## src/rtl/serial_adder.sv

```systemverilog
// -----------------------------------------------------------------------------
// serial_adder
//
// Multi-cycle binary adder. It adds BITS_PER_CYCLE bits per clock and carries
// the carry from one chunk to the next, so a WIDTH-bit add takes
// N = WIDTH/BITS_PER_CYCLE processing cycles. Operands arrive over a
// valid/ready handshake, and results leave over a second one. Only one
// operation is in flight at a time.
//
// Parameters
//   WIDTH           operand and sum width in bits (>= 2)
//   BITS_PER_CYCLE  bits added per clock; must divide WIDTH exactly
//
// Ports
//   clk        rising-edge clock
//   rst        asynchronous, active-high reset
//   in_valid   operand transfer request
//   in_ready   block can accept operands (IDLE only)
//   a, b       operands (unsigned or two's complement)
//   cin        carry-in
//   sub        (SERIAL_ADDER_SUB_EN only) 1 = compute a - b, cin ignored
//   out_valid  result available (DONE)
//   out_ready  consumer accepts result
//   sum        registered result, a + b + cin mod 2^WIDTH
//   cout       registered carry out of the MSB (no-borrow when subtracting)
//   overflow   registered signed overflow (carry into MSB ^ carry out of MSB)
//
// Build option
//   SERIAL_ADDER_SUB_EN  when defined, adds the sub port and subtract mode.
// -----------------------------------------------------------------------------
module serial_adder #(
    parameter int WIDTH          = 8,
    parameter int BITS_PER_CYCLE = 1
) (
    input  logic             clk,
    input  logic             rst,
    input  logic             in_valid,
    output logic             in_ready,
    input  logic [WIDTH-1:0] a,
    input  logic [WIDTH-1:0] b,
    input  logic             cin,
`ifdef SERIAL_ADDER_SUB_EN
    input  logic             sub,
`endif
    output logic             out_valid,
    input  logic             out_ready,
    output logic [WIDTH-1:0] sum,
    output logic             cout,
    output logic             overflow
);

    localparam int N     = WIDTH / BITS_PER_CYCLE;
    localparam int CNT_W = (N > 1) ? $clog2(N) : 1;
    localparam int BPC   = BITS_PER_CYCLE;

    localparam logic [1:0] IDLE = 2'd0;
    localparam logic [1:0] RUN  = 2'd1;
    localparam logic [1:0] DONE = 2'd2;

    localparam logic [CNT_W-1:0] LAST_CHUNK = CNT_W'(N - 1);

    logic [1:0]       state;
    logic [WIDTH-1:0] a_sh;
    logic [WIDTH-1:0] b_sh;
    logic [WIDTH-1:0] sum_sh;
    logic             carry;
    logic             msb_cin;
    logic [CNT_W-1:0] cnt;
    logic             fin;

    logic [WIDTH-1:0]         b_load;
    logic                     carry_load;
    logic [BPC:0]             chunk;
    logic                     chunk_msb_cin;
    logic [WIDTH+BPC-1:0]     sum_cat;

    assign in_ready  = (state == IDLE);
    assign out_valid = (state == DONE);

    // Operand conditioning at load time: subtraction is a + ~b + 1.
    always_comb begin
        b_load     = b;
        carry_load = cin;
`ifdef SERIAL_ADDER_SUB_EN
        if (sub) begin
            b_load     = ~b;
            carry_load = 1'b1;
        end
`endif
    end

    // One chunk of the ripple add. The carry into the chunk's top bit is
    // recovered from sum ^ a ^ b of that bit, so it works for any chunk width.
    // sum_cat appends the new chunk above the partial sum; taking its upper
    // WIDTH bits shifts the sum register right by one chunk, even when a chunk
    // spans the whole word.
    always_comb begin
        chunk         = {1'b0, a_sh[BPC-1:0]} + {1'b0, b_sh[BPC-1:0]}
                      + {{BPC{1'b0}}, carry};
        chunk_msb_cin = chunk[BPC-1] ^ a_sh[BPC-1] ^ b_sh[BPC-1];
        sum_cat       = {chunk[BPC-1:0], sum_sh};
    end

    always_ff @(posedge clk or posedge rst) begin
        if (rst) begin
            state    <= IDLE;
            a_sh     <= '0;
            b_sh     <= '0;
            sum_sh   <= '0;
            carry    <= 1'b0;
            msb_cin  <= 1'b0;
            cnt      <= '0;
            fin      <= 1'b0;
            sum      <= '0;
            cout     <= 1'b0;
            overflow <= 1'b0;
        end else begin
            case (state)
                IDLE: begin
                    if (in_valid) begin
                        a_sh   <= a;
                        b_sh   <= b_load;
                        carry  <= carry_load;
                        sum_sh <= '0;
                        cnt    <= '0;
                        fin    <= 1'b0;
                        state  <= RUN;
                    end
                end
                RUN: begin
                    if (fin) begin
                        // All chunks are done. Publish the result as DONE is entered.
                        sum      <= sum_sh;
                        cout     <= carry;
                        overflow <= carry ^ msb_cin;
                        state    <= DONE;
                    end else begin
                        a_sh   <= a_sh >> BPC;
                        b_sh   <= b_sh >> BPC;
                        sum_sh <= sum_cat[WIDTH+BPC-1:BPC];
                        carry  <= chunk[BPC];
                        if (cnt == LAST_CHUNK) begin
                            fin     <= 1'b1;
                            msb_cin <= chunk_msb_cin;
                        end else begin
                            cnt <= cnt + CNT_W'(1);
                        end
                    end
                end
                DONE: begin
                    if (out_ready) begin
                        state <= IDLE;
                    end
                end
                default: state <= IDLE;
            endcase
        end
    end

endmodule

```

## config.mk

```make
export PLATFORM = sky130hd
export DESIGN_NAME = serial_adder
export DESIGN_NICKNAME = d
export VERILOG_FILES = /design/src/rtl/serial_adder.sv
export SDC_FILE = /design/constraint.sdc
export NUM_CORES = 1
export LEC_CHECK = 0
export ABC_AREA = 1
export CORE_MARGIN = 2
export CORE_UTILIZATION = 35
export CTS_BUF_LIST = sky130_fd_sc_hd__clkbuf_8 sky130_fd_sc_hd__clkbuf_16
export DETAILED_ROUTE_END_ITERATION = 12
export HOLD_SLACK_MARGIN = 0.1
export PLACE_DENSITY = 0.54
export SLEW_MARGIN = 40
export SYNTH_ARGS = -nofsm -noshare
export SYNTH_HDL_FRONTEND = slang
export SYNTH_SLANG_ARGS = --single-unit
```

## constraint.sdc

```tcl
create_clock -name clk -period 1.6 [get_ports clk]
set_input_delay 0.16 -clock clk [delete_from_list [all_inputs] [get_ports clk]]
set_output_delay 0.16 -clock clk [all_outputs]
set_load 0.005 [all_outputs]
```

==> flow_metrics.py <==
metrics = {
    "synth": {
        "synth_warnings": 0,
        "synthTopCellsByArea": "dfrtp_1 (54%), nand2_1 (20%), nand3_1 (4.9%)",
        "synth_top_area_share_pct": 53.8,
        "synthCells": 238,
        "syn_nets": 262,
        "synth_area_per_cell_um2": 8.21,
        "ys_seq_area_share_pct": 53.8,
        "synth.largest_area_cell": "dfrtp_1",
        "ys_types": 21,
        "synth-seq-cells": 42,
        "synth_area_mm2": 0.00195,
    },
    "outcome": {
        "status": "completed",
    },
    "clock_tree": {
        "numCtsBuffers": 5,
        "hold_buffers": 0,
        "clkSinkCount": 42,
        "cts_tree": "done",
        "h-tree-depth": 2,
        "cts_max_path_buffers": 2,
        "worstSkewPairLatency_ns": 0.29,
        "clkTransAtPathRegs_ns": 0.08,
        "cts_root_buffer": "clkbuf_8",
    },
    "power": {
        "fin_total_pwr_mw": 4.57,
        "powerDensity_mw_per_mm2": 1840,
        "power.leakage_nw": 1.25,
        "max-vdd-ir-drop_uv": 794,
    },
    "setup_path": {
        "crit_fanout": 6,
        "timing.rr.start": "carry",
        "crit_path_end_kind": "output pin",
        "worstPathArrival_ns": 1.36,
        "max_stage_delay_ns": 0.50,
        "cpLargestDelayFamily": "buffers and inverters",
        "crit_type": "flip-flop to output pin",
        "cp_cell_sequence": "nor2_1 > clkdlybuf4s50_1",
        "r2r_cells": 7,
        "slowest_stage": "clkdlybuf4s50_1",
        "cp-start-kind": "flip-flop",
        "reg2reg_to": "msb_cin",
        "critPathBufInv": 1,
        "reg2reg_setup_slack_ns": 0.13,
        "worstPathRequired_ns": 1.44,
    },
    "routing": {
        "wl_um": 3990,
        "drtPass1Iterations": 4,
        "drcViolationCount": 0,
        "via_per_inst": 4.48,
        "ant_nets": 0,
        "drt_iter0_markers": 71,
        "via_count": 1564,
        "wire_per_inst_um": 11.4,
    },
    "placed_design": {
        "place.gp.congestion": 0.807,
        "portBuffers": 32,
        "hpwl_um": 2600,
    },
    "sta": {
        "fin_tns_setup_ns": 0,
        "slew_headroom_pct": 80.4,
        "drv_slew": 0,
        "min_period_ns": 1.52,
        "worst_pin_slew_ns": 0.294,
        "finalCritPeriodShare_pct": 95.3,
        "setup_viol": 0,
        "hold_violations": 0,
        "fin_skew_ns": 0.00579,
        "max_freq_mhz": 656,
        "rsz0062_at_grt": "no",
    },
    "cells_and_area": {
        "mostFrequentLayoutCells": "nand2_1 (106), dfrtp_1 (40), clkdlybuf4s50_1 (31)",
        "final_util_pct": 45.6,
        "layout_commonest_cell": "nand2_1",
        "antenna_cells": 0,
        "nets": 300,
        "syn2layout_area_growth_pct": 27.0,
        "drive_gt1_share_pct": 8.66,
    },
    "grt": {
        "gr-total-overflow": 0,
        "track_usage_pct": 13.8,
        "antenna_found_initial": 0,
        "grt_max_degree": 43,
        "grt_pass1_wl_um": 6710,
        "grt_pass1_vias": 1476,
    },
    "floorplan": {
        "die_w_um": 78.7,
        "die_area_mm2": 0.00619,
        "chipHeight_um": 78.7,
        "coreArea_mm2": 0.00544,
        "io_pins": 33,
        "rows": 27,
        "initial_core_util_pct": 35.9,
    },
    "worst_hold_path": {
        "hp-class": "input port to async pin",
    },
    "flow_run": {
        "cap_violations": 0,
    },
}
[per-layer routing]
layer | part of all wire (%) | routed length (um) | track usage, %
met1 | 49 | 1960 | 18.4
met5 | 0 | 0 | 0
met2 | 44 | 1750 | 21.5
met4 | 1.5 | 60 | 5.26
met3 | 5.5 | 221 | 3.64
[registers in the layout (all words and copies together), names as in the netlist]
signal and count:
a_sh 8, b_sh 8, carry 1, cnt 3
cout 1, fin 1, msb_cin 1, overflow 1
state 2, sum 8, sum_sh 8
[synth_stat cells]
| library cell | instances |
|---|---|
| nand2_1 | 106 |
| dfrtp_1 | 42 |
| inv_1 | 20 |
| nand3_1 | 19 |
| o21ai_0 | 15 |
| o21ai_1 | 10 |
| buf_2 | 5 |
| nor2_1 | 4 |
| buf_6 | 2 |
| ha_1 | 2 |
| nand2_4 | 2 |
| nand4_1 | 2 |
| buf_4 | 1 |
| clkbuf_2 | 1 |
| fa_1 | 1 |
| inv_2 | 1 |
| nand2_2 | 1 |
| nor2_8 | 1 |
| o21a_1 | 1 |
| o31ai_1 | 1 |
| xnor2_1 | 1 |
[through the flow]
step / hold WS, ns / cell area, um^2 / worst slack (ns) / instances
final: 0.228 / 2480 / 0.0754 / 349
after detailed placement: 0.466 / 2360 / 0.0859 / 339
after CTS: 0.232 / 2460 / 0.0167 / 347
after global routing: 0.242 / 2480 / 0.00617 / 349
after global placement: 0.465 / 2360 / 0.149 / 339
after floorplan: 0.257 / 1950 / 0.190 / 238
[worst max path at each step]
stage | startpoint | slack [ns] | endpoint | cells after the start
detailed placement | a_sh[0] | 0.09 | msb_cin | 7
global route | state[0] | 0.006 | out_valid | 2
CTS | state[0] | 0.02 | in_ready | 2
global placement | a_sh[0] | 0.15 | msb_cin | 7
finish | state[0] | 0.08 | out_valid | 2
floorplan | a_sh[0] | 0.19 | msb_cin | 7
[timing repair]
action,in CTS,in global routing
buffers inserted,0,2
pin swaps,0,1
setup endpoints to repair,2,3
gates resized for setup,3,3
[cell type report]
cell class              instances  area, um^2
well taps                      72        90.1
inverters                      21        78.8
repair buffers                 40         395
multi-input cells             166         771
clock buffers                   6        82.6
clock inverters                 2        8.76
fillers                       564        2960
flip-flops and latches         42        1050
[where the power goes]
group | total (mW) | switching, mW | internal (mW)
combinational | 2.14 | 1.27 | 0.877
clock | 0.702 | 0.360 | 0.342
sequential | 1.73 | 0.237 | 1.49
total | 4.57 | 1.87 | 2.71
[worst min-delay path: stages]
cell             delay, ns
clkdlybuf4s50_1       0.40
inv_1                 0.09
buf_12                0.24
[logic make-up (layout without fill, tap and decap cells)]
family	count (synthesis)	count (layout)	synth area share [%]
AND/OR/NAND/NOR	135	135	29.1
flip-flops	42	42	53.8
adder cells (fa/ha/maj)	3	3	2.31
buffers and inverters	30	69	7.11
AO/OA/AOI/OAI	27	27	7.18
XOR/XNOR	1	1	0.449
(Power assumes the default switching activity.)
